==> src/rtl/mdu_pkg.sv <==
// mdu_pkg: shared HI/LO operation codes for the execute-stage multiply/divide unit
package mdu_pkg;
  localparam logic [2:0] MD_none  = 3'd0;
  localparam logic [2:0] MD_mult  = 3'd1;
  localparam logic [2:0] MD_multu = 3'd2;
  localparam logic [2:0] MD_div   = 3'd3;
  localparam logic [2:0] MD_divu  = 3'd4;
  localparam logic [2:0] MD_mthi  = 3'd5;
  localparam logic [2:0] MD_mtlo  = 3'd6;
endpackage

==> src/rtl/mdu_step.sv <==
// mdu_step: one combinational iteration, shift-add multiply or restoring shift-subtract divide
// Ports: i_div selects divide, i_acc is the 64-bit {upper,lower} working register,
// i_op is the multiplicand or divisor magnitude, o_acc is the register after one iteration.
// Multiply: lower half holds the multiplier, consumed LSB first while the sum shifts in from the top.
// Divide: lower half holds the dividend, shifted into the remainder while quotient bits enter at bit 0.
module mdu_step (
  input  logic        i_div,
  input  logic [63:0] i_acc,
  input  logic [31:0] i_op,
  output logic [63:0] o_acc
);
  logic [32:0] w_sum;
  logic [32:0] w_rem;
  logic [31:0] w_diff;
  logic        w_ge;
  always_comb begin
    w_sum  = {1'b0, i_acc[63:32]} + (i_acc[0] ? {1'b0, i_op} : 33'd0);
    w_rem  = {i_acc[63:32], i_acc[31]};
    w_ge   = w_rem >= {1'b0, i_op};
    w_diff = w_rem[31:0] - i_op;
    o_acc  = i_div ? (w_ge ? {w_diff, i_acc[30:0], 1'b1} : {w_rem[31:0], i_acc[30:0], 1'b0})
                   : {w_sum, i_acc[31:1]};
  end
endmodule

==> src/rtl/mdu.sv <==
// mdu: iterative MIPS multiply/divide unit with HI/LO registers and start/busy handshake
// Ports: clk, rst_n (async active-low), A/B operands, MDCtr op code, Start request,
// Busy (operation in flight), Done (pulse when HI/LO take a result), HI, LO.
// Optional macro MDU_FAST_MULT_EN: single-cycle multiply, divide stays iterative.
module mdu
  import mdu_pkg::*;
(
  input  logic        clk,
  input  logic        rst_n,
  input  logic [31:0] A,
  input  logic [31:0] B,
  input  logic [2:0]  MDCtr,
  input  logic        Start,
  output logic        Busy,
  output logic        Done,
  output logic [31:0] HI,
  output logic [31:0] LO
);
  typedef enum logic [1:0] {S_IDLE, S_CALC, S_FIX} state_e;
  localparam int ITER = 32;
  state_e      r_state;
  logic [5:0]  r_cnt;
  logic [63:0] r_acc;
  logic [31:0] r_op;
  logic        r_div;
  logic        r_neg_q;
  logic        r_neg_r;
  logic        r_busy;
  logic        r_done;
  logic [31:0] r_hi;
  logic [31:0] r_lo;
  logic        w_is_mul;
  logic        w_is_div;
  logic        w_sgn;
  logic        w_fast;
  logic [31:0] w_a_mag;
  logic [31:0] w_b_mag;
  logic [63:0] w_prod;
  logic [63:0] w_step;
  logic [63:0] w_fix;
  always_comb begin
    w_is_mul = MDCtr == MD_mult || MDCtr == MD_multu;
    w_is_div = MDCtr == MD_div || MDCtr == MD_divu;
    w_sgn    = MDCtr == MD_mult || MDCtr == MD_div;
    w_a_mag  = (w_sgn && A[31]) ? -A : A;
    w_b_mag  = (w_sgn && B[31]) ? -B : B;
`ifdef MDU_FAST_MULT_EN
    w_fast   = w_is_mul;
    w_prod   = w_sgn ? {{32{A[31]}}, A} * {{32{B[31]}}, B} : {32'd0, A} * {32'd0, B};
`else
    w_fast   = 1'b0;
    w_prod   = '0;
`endif
    // r_neg_q doubles as the product sign for multiplies
    w_fix    = r_div ? {r_neg_r ? -r_acc[63:32] : r_acc[63:32], r_neg_q ? -r_acc[31:0] : r_acc[31:0]}
                     : (r_neg_q ? -r_acc : r_acc);
  end
  mdu_step u_step (
    .i_div (r_div),
    .i_acc (r_acc),
    .i_op  (r_op),
    .o_acc (w_step)
  );
  always_ff @(posedge clk or negedge rst_n) begin
    if (!rst_n) begin
      r_state <= S_IDLE;
      r_cnt   <= '0;
      r_acc   <= '0;
      r_op    <= '0;
      r_div   <= 1'b0;
      r_neg_q <= 1'b0;
      r_neg_r <= 1'b0;
      r_busy  <= 1'b0;
      r_done  <= 1'b0;
      r_hi    <= '0;
      r_lo    <= '0;
    end else begin
      r_done <= 1'b0;
      case (r_state)
        S_IDLE: if (Start) begin
          if (w_is_div && B == '0) begin
            // preload the fixed divide-by-zero result and let FIX write it unsigned
            r_acc   <= {A, 32'hFFFF_FFFF};
            r_div   <= 1'b1;
            r_neg_q <= 1'b0;
            r_neg_r <= 1'b0;
            r_busy  <= 1'b1;
            r_state <= S_FIX;
          end else if (w_fast) begin
            r_acc   <= w_prod;
            r_div   <= 1'b0;
            r_neg_q <= 1'b0;
            r_busy  <= 1'b1;
            r_state <= S_FIX;
          end else if (w_is_mul || w_is_div) begin
            r_acc   <= {32'd0, w_is_div ? w_a_mag : w_b_mag};
            r_op    <= w_is_div ? w_b_mag : w_a_mag;
            r_div   <= w_is_div;
            r_neg_q <= w_sgn & (A[31] ^ B[31]);
            r_neg_r <= w_sgn & A[31];
            r_cnt   <= '0;
            r_busy  <= 1'b1;
            r_state <= S_CALC;
          end else if (MDCtr == MD_mthi) begin
            r_hi   <= A;
            r_done <= 1'b1;
          end else if (MDCtr == MD_mtlo) begin
            r_lo   <= A;
            r_done <= 1'b1;
          end
        end
        S_CALC: begin
          r_acc <= w_step;
          r_cnt <= r_cnt + 6'd1;
          if (r_cnt == 6'(ITER - 1)) r_state <= S_FIX;
        end
        S_FIX: begin
          {r_hi, r_lo} <= w_fix;
          r_done       <= 1'b1;
          r_busy       <= 1'b0;
          r_state      <= S_IDLE;
        end
        default: r_state <= S_IDLE;
      endcase
    end
  end
  assign Busy = r_busy;
  assign Done = r_done;
  assign HI   = r_hi;
  assign LO   = r_lo;
endmodule

==> config.mk <==
export PLATFORM = sky130hd
export DESIGN_NAME = mdu
export DESIGN_NICKNAME = d
export VERILOG_FILES = /design/src/rtl/mdu_pkg.sv /design/src/rtl/mdu_step.sv /design/src/rtl/mdu.sv
export SDC_FILE = /design/constraint.sdc
export NUM_CORES = 1
export LEC_CHECK = 0
export ABC_AREA = 1
export ABC_CLOCK_PERIOD_IN_PS = 2900
export CORE_MARGIN = 2
export CORE_UTILIZATION = 60
export CTS_CLUSTER_DIAMETER = 100
export CTS_CLUSTER_SIZE = 28
export DETAILED_ROUTE_END_ITERATION = 8
export PLACE_DENSITY = 0.9
export SYNTH_ARGS = -nofsm -noshare
export SYNTH_HDL_FRONTEND = slang
export SYNTH_SLANG_ARGS = --single-unit
==> constraint.sdc <==
create_clock -name clk -period 2.9 [get_ports clk]
set_clock_uncertainty 0.2 [all_clocks]
set_input_delay 0.58 -clock clk [delete_from_list [all_inputs] [get_ports clk]]
set_output_delay 0.58 -clock clk [all_outputs]
set_load 0.05 [all_outputs]
==> results of run 1 <==
## routing by layer
layer	track usage	overflow
met5	0.378	0
met4	0.743	77
met3	0.668	4
met2	0.872	92
met1	0.742	6
## through the flow
| step | util | hold WS [ns] | setup WS, ns | cells |
|---|---|---|---|---|
| 4_1_cts | 0.757 | 0.284 | -0.0164 | 4112 |
| 3_5_place_dp | 0.736 | 0.263 | -0.318 | 4075 |
| 3_3_place_gp | 0.736 | 0.258 | -0.226 | 4075 |
| 2_1_floorplan | - | 0.0844 | 0.263 | 3337 |
## timing repair
action,4_1_cts
hold buffers,1
pin swaps,1
buffers inserted,4
resized for setup,7
setup endpoints to repair,11
endpoints found under the hold margin,54
gates cloned,0
## logic make-up after synthesis
kind of cell,after synthesis
simple gates,1875
compound gates,599
buf+inv,547
flops,173
xor+xnor,72
fa+ha+maj,71
==> run summary, run 1 <==
SYNTH
--------------------------------------------------------------------------------
Most frequently used flop master after synthesis                    sky130_fd_sc_hd__dfrtp_1
Proportion of synthesized chip area in sequential cells                    0.223
Adder-cell share of the synthesized area                                  0.0465
Most area-hungry cell type in the Yosys netlist                     sky130_fd_sc_hd__dfrtp_1
Combinational family with the most area after synthesis             simple AND/OR/NAND/NOR gates
Total of warnings raised by yosys                                              0
Multiplexer share of the synthesized area                                      0
Unique masters post-synth                                                     59
Most frequent cell after synthesis                                  sky130_fd_sc_hd__nand2_1
Mean cell area of the mapped netlist                                   5.82 um^2
Synth Area in Simple Gates                                                 0.408
Cells after Synth                                                           3337
Cells taking the most area after synthesis                          sky130_fd_sc_hd__dfrtp_1, sky130_fd_sc_hd__nand2_1, sky130_fd_sc_hd__nand3_1
Xor and xnor area share after synthesis                                   0.0325
Syn nets                                                                    3478
Register bit total from synthesis                                            173
Number of flops mapped to enable cells by yosys                                0
Fraction of post-synthesis cell area in the top cell type by area          0.223
Post-synthesis instance area                                         0.0194 mm^2
Fraction of the mapped netlist area in compound gates                      0.176
Leading post-synthesis cells by instance count                      sky130_fd_sc_hd__nand2_1, sky130_fd_sc_hd__inv_1, sky130_fd_sc_hd__nor2_1
Async set or reset register ratio after synthesis                           1.00

RUN STATUS
--------------------------------------------------------------------------------
Run status                                                          aborted with a tool error
Stage where the flow stopped                                        global routing
Run Error                                                           [ERROR GRT-0232] Routing congestion too high. Check the congestion heatmap in the GUI.

PLACED DESIGN
--------------------------------------------------------------------------------
Port buffer count                                                            135
Post-Place Cell Area                                                 0.0233 mm^2
Gp weighted congestion                                                      1.27
DP Wirelength                                                            68.2 mm

FLOORPLANNING
--------------------------------------------------------------------------------
Horiz. Die Dim                                                            184 um
Die Span Y                                                                184 um
Standard-cell row count                                                       65
Number of I/O pins                                                           136
Starting density of the core                                               0.612

CLOCKING
--------------------------------------------------------------------------------
Clock Path Buffers                                                             2
Total CTS buffers                                                             17
Sink Count                                                                   173
Master cell of the clock root buffer                                sky130_fd_sc_hd__clkbuf_16
Maximum level of the CTS H-tree                                                4

TIMING
--------------------------------------------------------------------------------
Worst endpoint left by the global-route repair_timing run           r_acc[61]$_DFFE_PN0P_/D
Worst endpoint kind after the last repair                           register data pin

GLOBAL ROUTING
--------------------------------------------------------------------------------
Largest net degree at the start of global routing                             83
GR Util All Layers                                                         0.753
Sum of overflow across all layers after global routing                       179

==> run 2, diff against run 1 <==
Settings changed: CORE_UTILIZATION 60 to 40, CTS_CLUSTER_DIAMETER 100 to not set, CTS_CLUSTER_SIZE 28 to not set, PLACE_DENSITY 0.9 to not set, PLACE_DENSITY_LB_ADDON set to 0.15.
==> run 2 against run 1 <==
Effect of this change: the run now ends clean; synthesized cell count did not move; synthesized area did not move.
==> run summary, run 2 <==
SYNTH
--------------------------------------------------------------------------------------------------
Post-synthesis instance area                                                           0.0194 mm^2
Register bit total from synthesis                                                              173
Leading post-synthesis cells by instance count                                        sky130_fd_sc_hd__nand2_1, sky130_fd_sc_hd__inv_1, sky130_fd_sc_hd__nor2_1
Proportion of synthesized chip area in sequential cells                                      0.223
Most frequent cell after synthesis                                                    sky130_fd_sc_hd__nand2_1
Fraction of post-synthesis cell area in the top cell type by area                            0.223
Total of warnings raised by yosys                                                                0
Unique masters post-synth                                                                       59
Most area-hungry cell type in the Yosys netlist                                       sky130_fd_sc_hd__dfrtp_1
Cells taking the most area after synthesis                                            sky130_fd_sc_hd__dfrtp_1, sky130_fd_sc_hd__nand2_1, sky130_fd_sc_hd__nand3_1
Number of flops mapped to enable cells by yosys                                                  0
Async set or reset register ratio after synthesis                                             1.00
Syn nets                                                                                      3478
Cells after Synth                                                                             3337
Mean cell area of the mapped netlist                                                     5.82 um^2
Most frequently used flop master after synthesis                                      sky130_fd_sc_hd__dfrtp_1

POWER
--------------------------------------------------------------------------------------------------
Net switching power                                                                       0.0234 W
Combinational share of power                                                                 0.820
Clock share of power                                                                         0.058
Pwr per Cell Area                                                                     1490 mW/mm^2
Static leakage power                                                                       13.8 nW
Sequential Power Share                                                                       0.122
Total internal power                                                                      0.0180 W
Maximum vdd drop                                                                          0.852 mV
Switching fraction of total power                                                            0.565

PLACED DESIGN
--------------------------------------------------------------------------------------------------
Worst slack, placed                                                                      -0.396 ns
Post-Place Cell Area                                                                   0.0258 mm^2
Instance count after placement with tap cells included                                        4576
Port buffer count                                                                              135
Gp weighted congestion                                                                        1.07
DP Wirelength                                                                              87.4 mm

LAYOUT
--------------------------------------------------------------------------------------------------
Biggest register                                                                             r_acc
Design Area, Final                                                                     0.0279 mm^2
Net count of the finished layout                                                              4152
Most used cells in the layout excluding fill and tap cells                            sky130_fd_sc_hd__nand2_1, sky130_fd_sc_hd__buf_4, sky130_fd_sc_hd__inv_1, sky130_fd_sc_hd__nor2_1, sky130_fd_sc_hd__nand3_1
Fillcell total                                                                                4794
Max reg flops                                                                                   64
Storage cell area                                                                     0.00434 mm^2
Area of the multi-input gates                                                          0.0140 mm^2
Relative area change from synthesis to final layout                                          43.5%
Commonest non-fill, non-tap cell in the layout                                        sky130_fd_sc_hd__nand2_1
Layout Cells excl Fill                                                                        4641
Share of the core filled with cells                                                          0.583
Share of final-layout standard cells stronger than drive strength 1                          0.246

FLOORPLANNING
--------------------------------------------------------------------------------------------------
Number of I/O pins                                                                             136
Die Span Y                                                                                  224 um
Horiz. Die Dim                                                                              224 um
Die footprint                                                                          0.0503 mm^2
Placeable core region                                                                  0.0478 mm^2
Starting density of the core                                                                 0.406
Standard-cell row count                                                                         80

CLOCKING
--------------------------------------------------------------------------------------------------
Total CTS buffers                                                                               17
Clock Path Buffers                                                                               2
TritonCTS clock tree                                                                           yes
Clock transition time at the flip-flop clock pins of the worst setup and hold paths        0.07 ns
Maximum level of the CTS H-tree                                                                  4
Sink Count                                                                                     173
Worst-skew pair later-pin latency                                                          0.49 ns
Master cell of the clock root buffer                                                  sky130_fd_sc_hd__clkbuf_16

TIMING
--------------------------------------------------------------------------------------------------
Final count of hold timing violations                                                            0
Relative slew slack                                                                          0.433
Minimum clock period                                                                       2.88 ns
Final period util                                                                            0.993
Pin slew with the least headroom to its limit                                             0.850 ns
Highest achievable clock rate                                                              347 MHz
Final Setup Violations                                                                           0
Fin. max-slew vios                                                                               0
Setup repair after global routing missed its margin                                            yes
Setup WS post-layout                                                                     0.0212 ns

WORST SETUP PATH
--------------------------------------------------------------------------------------------------
Critical-path maximum fanout                                                                     7
Worst endpoint required time                                                               3.10 ns
Category of the critical setup timing path                                              reg -> reg
Cell-by-cell listing of the critical path                                             buf_4 > nor2_1 > nand2_1 > nor2_1 > nand3_1 > a21oi_1 > o21ai_0 > nand3_1 > nand3_1 > a21boi_1
Worst path most repeated cell                                                         sky130_fd_sc_hd__nand3_1
Buffers plus inverters on the worst setup path                                                   1
Worst setup SP type                                                                           flop
Endpoint type of the worst setup path                                                         flop
Cell class contributing the biggest share of worst-path delay                         simple AND/OR/NAND/NOR gates
Largest stage delay, worst path                                                            0.51 ns
Signal arrival time at the worst endpoint                                                  3.08 ns
Slowest cell on crit path                                                             sky130_fd_sc_hd__dfrtp_1

GLOBAL ROUTING
--------------------------------------------------------------------------------------------------
Largest net degree at the start of global routing                                               99
Sum of overflow across all layers after global routing                                           0
Antenna violations before repair                                                                 2
GR Util All Layers                                                                           0.413
Via count of the first global-routing pass                                                   24600
Wire length of the first global-routing pass                                                153 mm

DETAILED ROUTING
--------------------------------------------------------------------------------------------------
Avg Vias per Cell                                                                             5.67
Final routed wirelength across all metal layers                                             107 mm
DRC violations left                                                                              0
Vias after detailed routing                                                                  26300
DRT Pass-1 Iters                                                                                 6
Violation count after the first detailed-routing iteration                                    3316
Final ANT Viol Nets                                                                              0
Average wire per cell in the routed design                                                 23.0 um

WORST HOLD PATH
--------------------------------------------------------------------------------------------------
Hold crit path type                                                                     reg -> reg

JOB
--------------------------------------------------------------------------------------------------
Max-cap violations                                                                               0

RUN STATUS
--------------------------------------------------------------------------------------------------
Run status                                                                            finished, final reports clean

-- run 2: cells by family (layout without fill, tap and decap cells) --
group,Yosys count,in the layout,synth area share
AO/OA/AOI/OAI,599,599,0.176
XOR/XNOR,72,72,0.0325
adder cells (fa/ha/maj),71,71,0.0465
buffers and inverters,547,1234,0.114
flip-flops,173,173,0.223
other,0,2,0
AND/OR/NAND/NOR,1875,1875,0.408
-- run 2: timing repair --
item | 4_1_cts | 5_1_grt
endpoints found under the setup margin | 33 | 61
gates resized for setup | 43 | 248
hold endpoints to repair | 24 | 0
cloned | 0 | 4
buffers inserted | 9 | 17
hold buffers | 1 | 0
pin swaps | 5 | 40
-- run 2: cell type report --
cell class	count	area share
flip-flops and latches	173	0.156
repair buffers	776	0.234
clock buffers	18	0.0158
multi-input cells	2617	0.504
well taps	615	0.0276
diodes	2	0.000180
inverters	426	0.0576
clock inverters	14	0.00516
-- run 2: worst reg2reg max path, cell delays in order (launching register included) --
cell and delay, ns:
sky130_fd_sc_hd__dfrtp_1 0.51, sky130_fd_sc_hd__buf_4 0.25, sky130_fd_sc_hd__nor2_1 0.33, sky130_fd_sc_hd__nand2_1 0.20
sky130_fd_sc_hd__nor2_1 0.40, sky130_fd_sc_hd__nand3_1 0.12, sky130_fd_sc_hd__a21oi_1 0.23, sky130_fd_sc_hd__o21ai_0 0.17
sky130_fd_sc_hd__nand3_1 0.11, sky130_fd_sc_hd__nand3_1 0.10, sky130_fd_sc_hd__a21boi_1 0.17
-- run 2: power groups by stage --
| stage | sequential (W) | clock (W) | combinational, W |
|---|---|---|---|
| 2_1_floorplan | 0.00609 | 0 | 0.0148 |
| 3_3_place_gp | 0.00492 | 0 | 0.0298 |
| 3_5_place_dp | 0.00496 | 0 | 0.0300 |
| 4_1_cts | 0.00492 | 0.00242 | 0.0306 |
| 5_1_grt | 0.00512 | 0.00249 | 0.0361 |
| 6_report | 0.00505 | 0.00241 | 0.0339 |
-- run 2: layer usage --
layer | GRT usage | wire (um)
met5 | 0 | 13
met4 | 0.233 | 7370
met3 | 0.0939 | 11400
met2 | 0.641 | 46100
met1 | 0.530 | 42100
-- run 2: worst paths after layout --
| kind | depth (start not counted) | startpoint | end | slack [ns] |
|---|---|---|---|---|
| hold reg to reg | 2 | LO[10] | LO[10] | 0.28 |
| min in group asynchronous | 2 | rst_n | LO[14] | 0.32 |
| hold / removal | 2 | LO[10] | LO[10] | 0.28 |
| max in group asynchronous | 3 | rst_n | HI[22] | 1.40 |
| setup reg to reg | 10 | r_acc[38] | HI[23] | 0.02 |
| setup / recovery | 10 | r_acc[38] | HI[23] | 0.02 |
-- run 2: through the flow --
stage | hold slack (ns) | total power [W] | setup TNS, ns
final | 0.279 | 0.0414 | 0
after global routing | 0.311 | 0.0437 | -0.483
after CTS | 0.283 | 0.0380 | -0.0973
after detailed placement | 0.264 | 0.0350 | -35.39
after global placement | 0.255 | 0.0347 | -31.60
after floorplan | 0.0844 | 0.0209 | 0
Note: power is estimated with default switching activity, not from simulation.
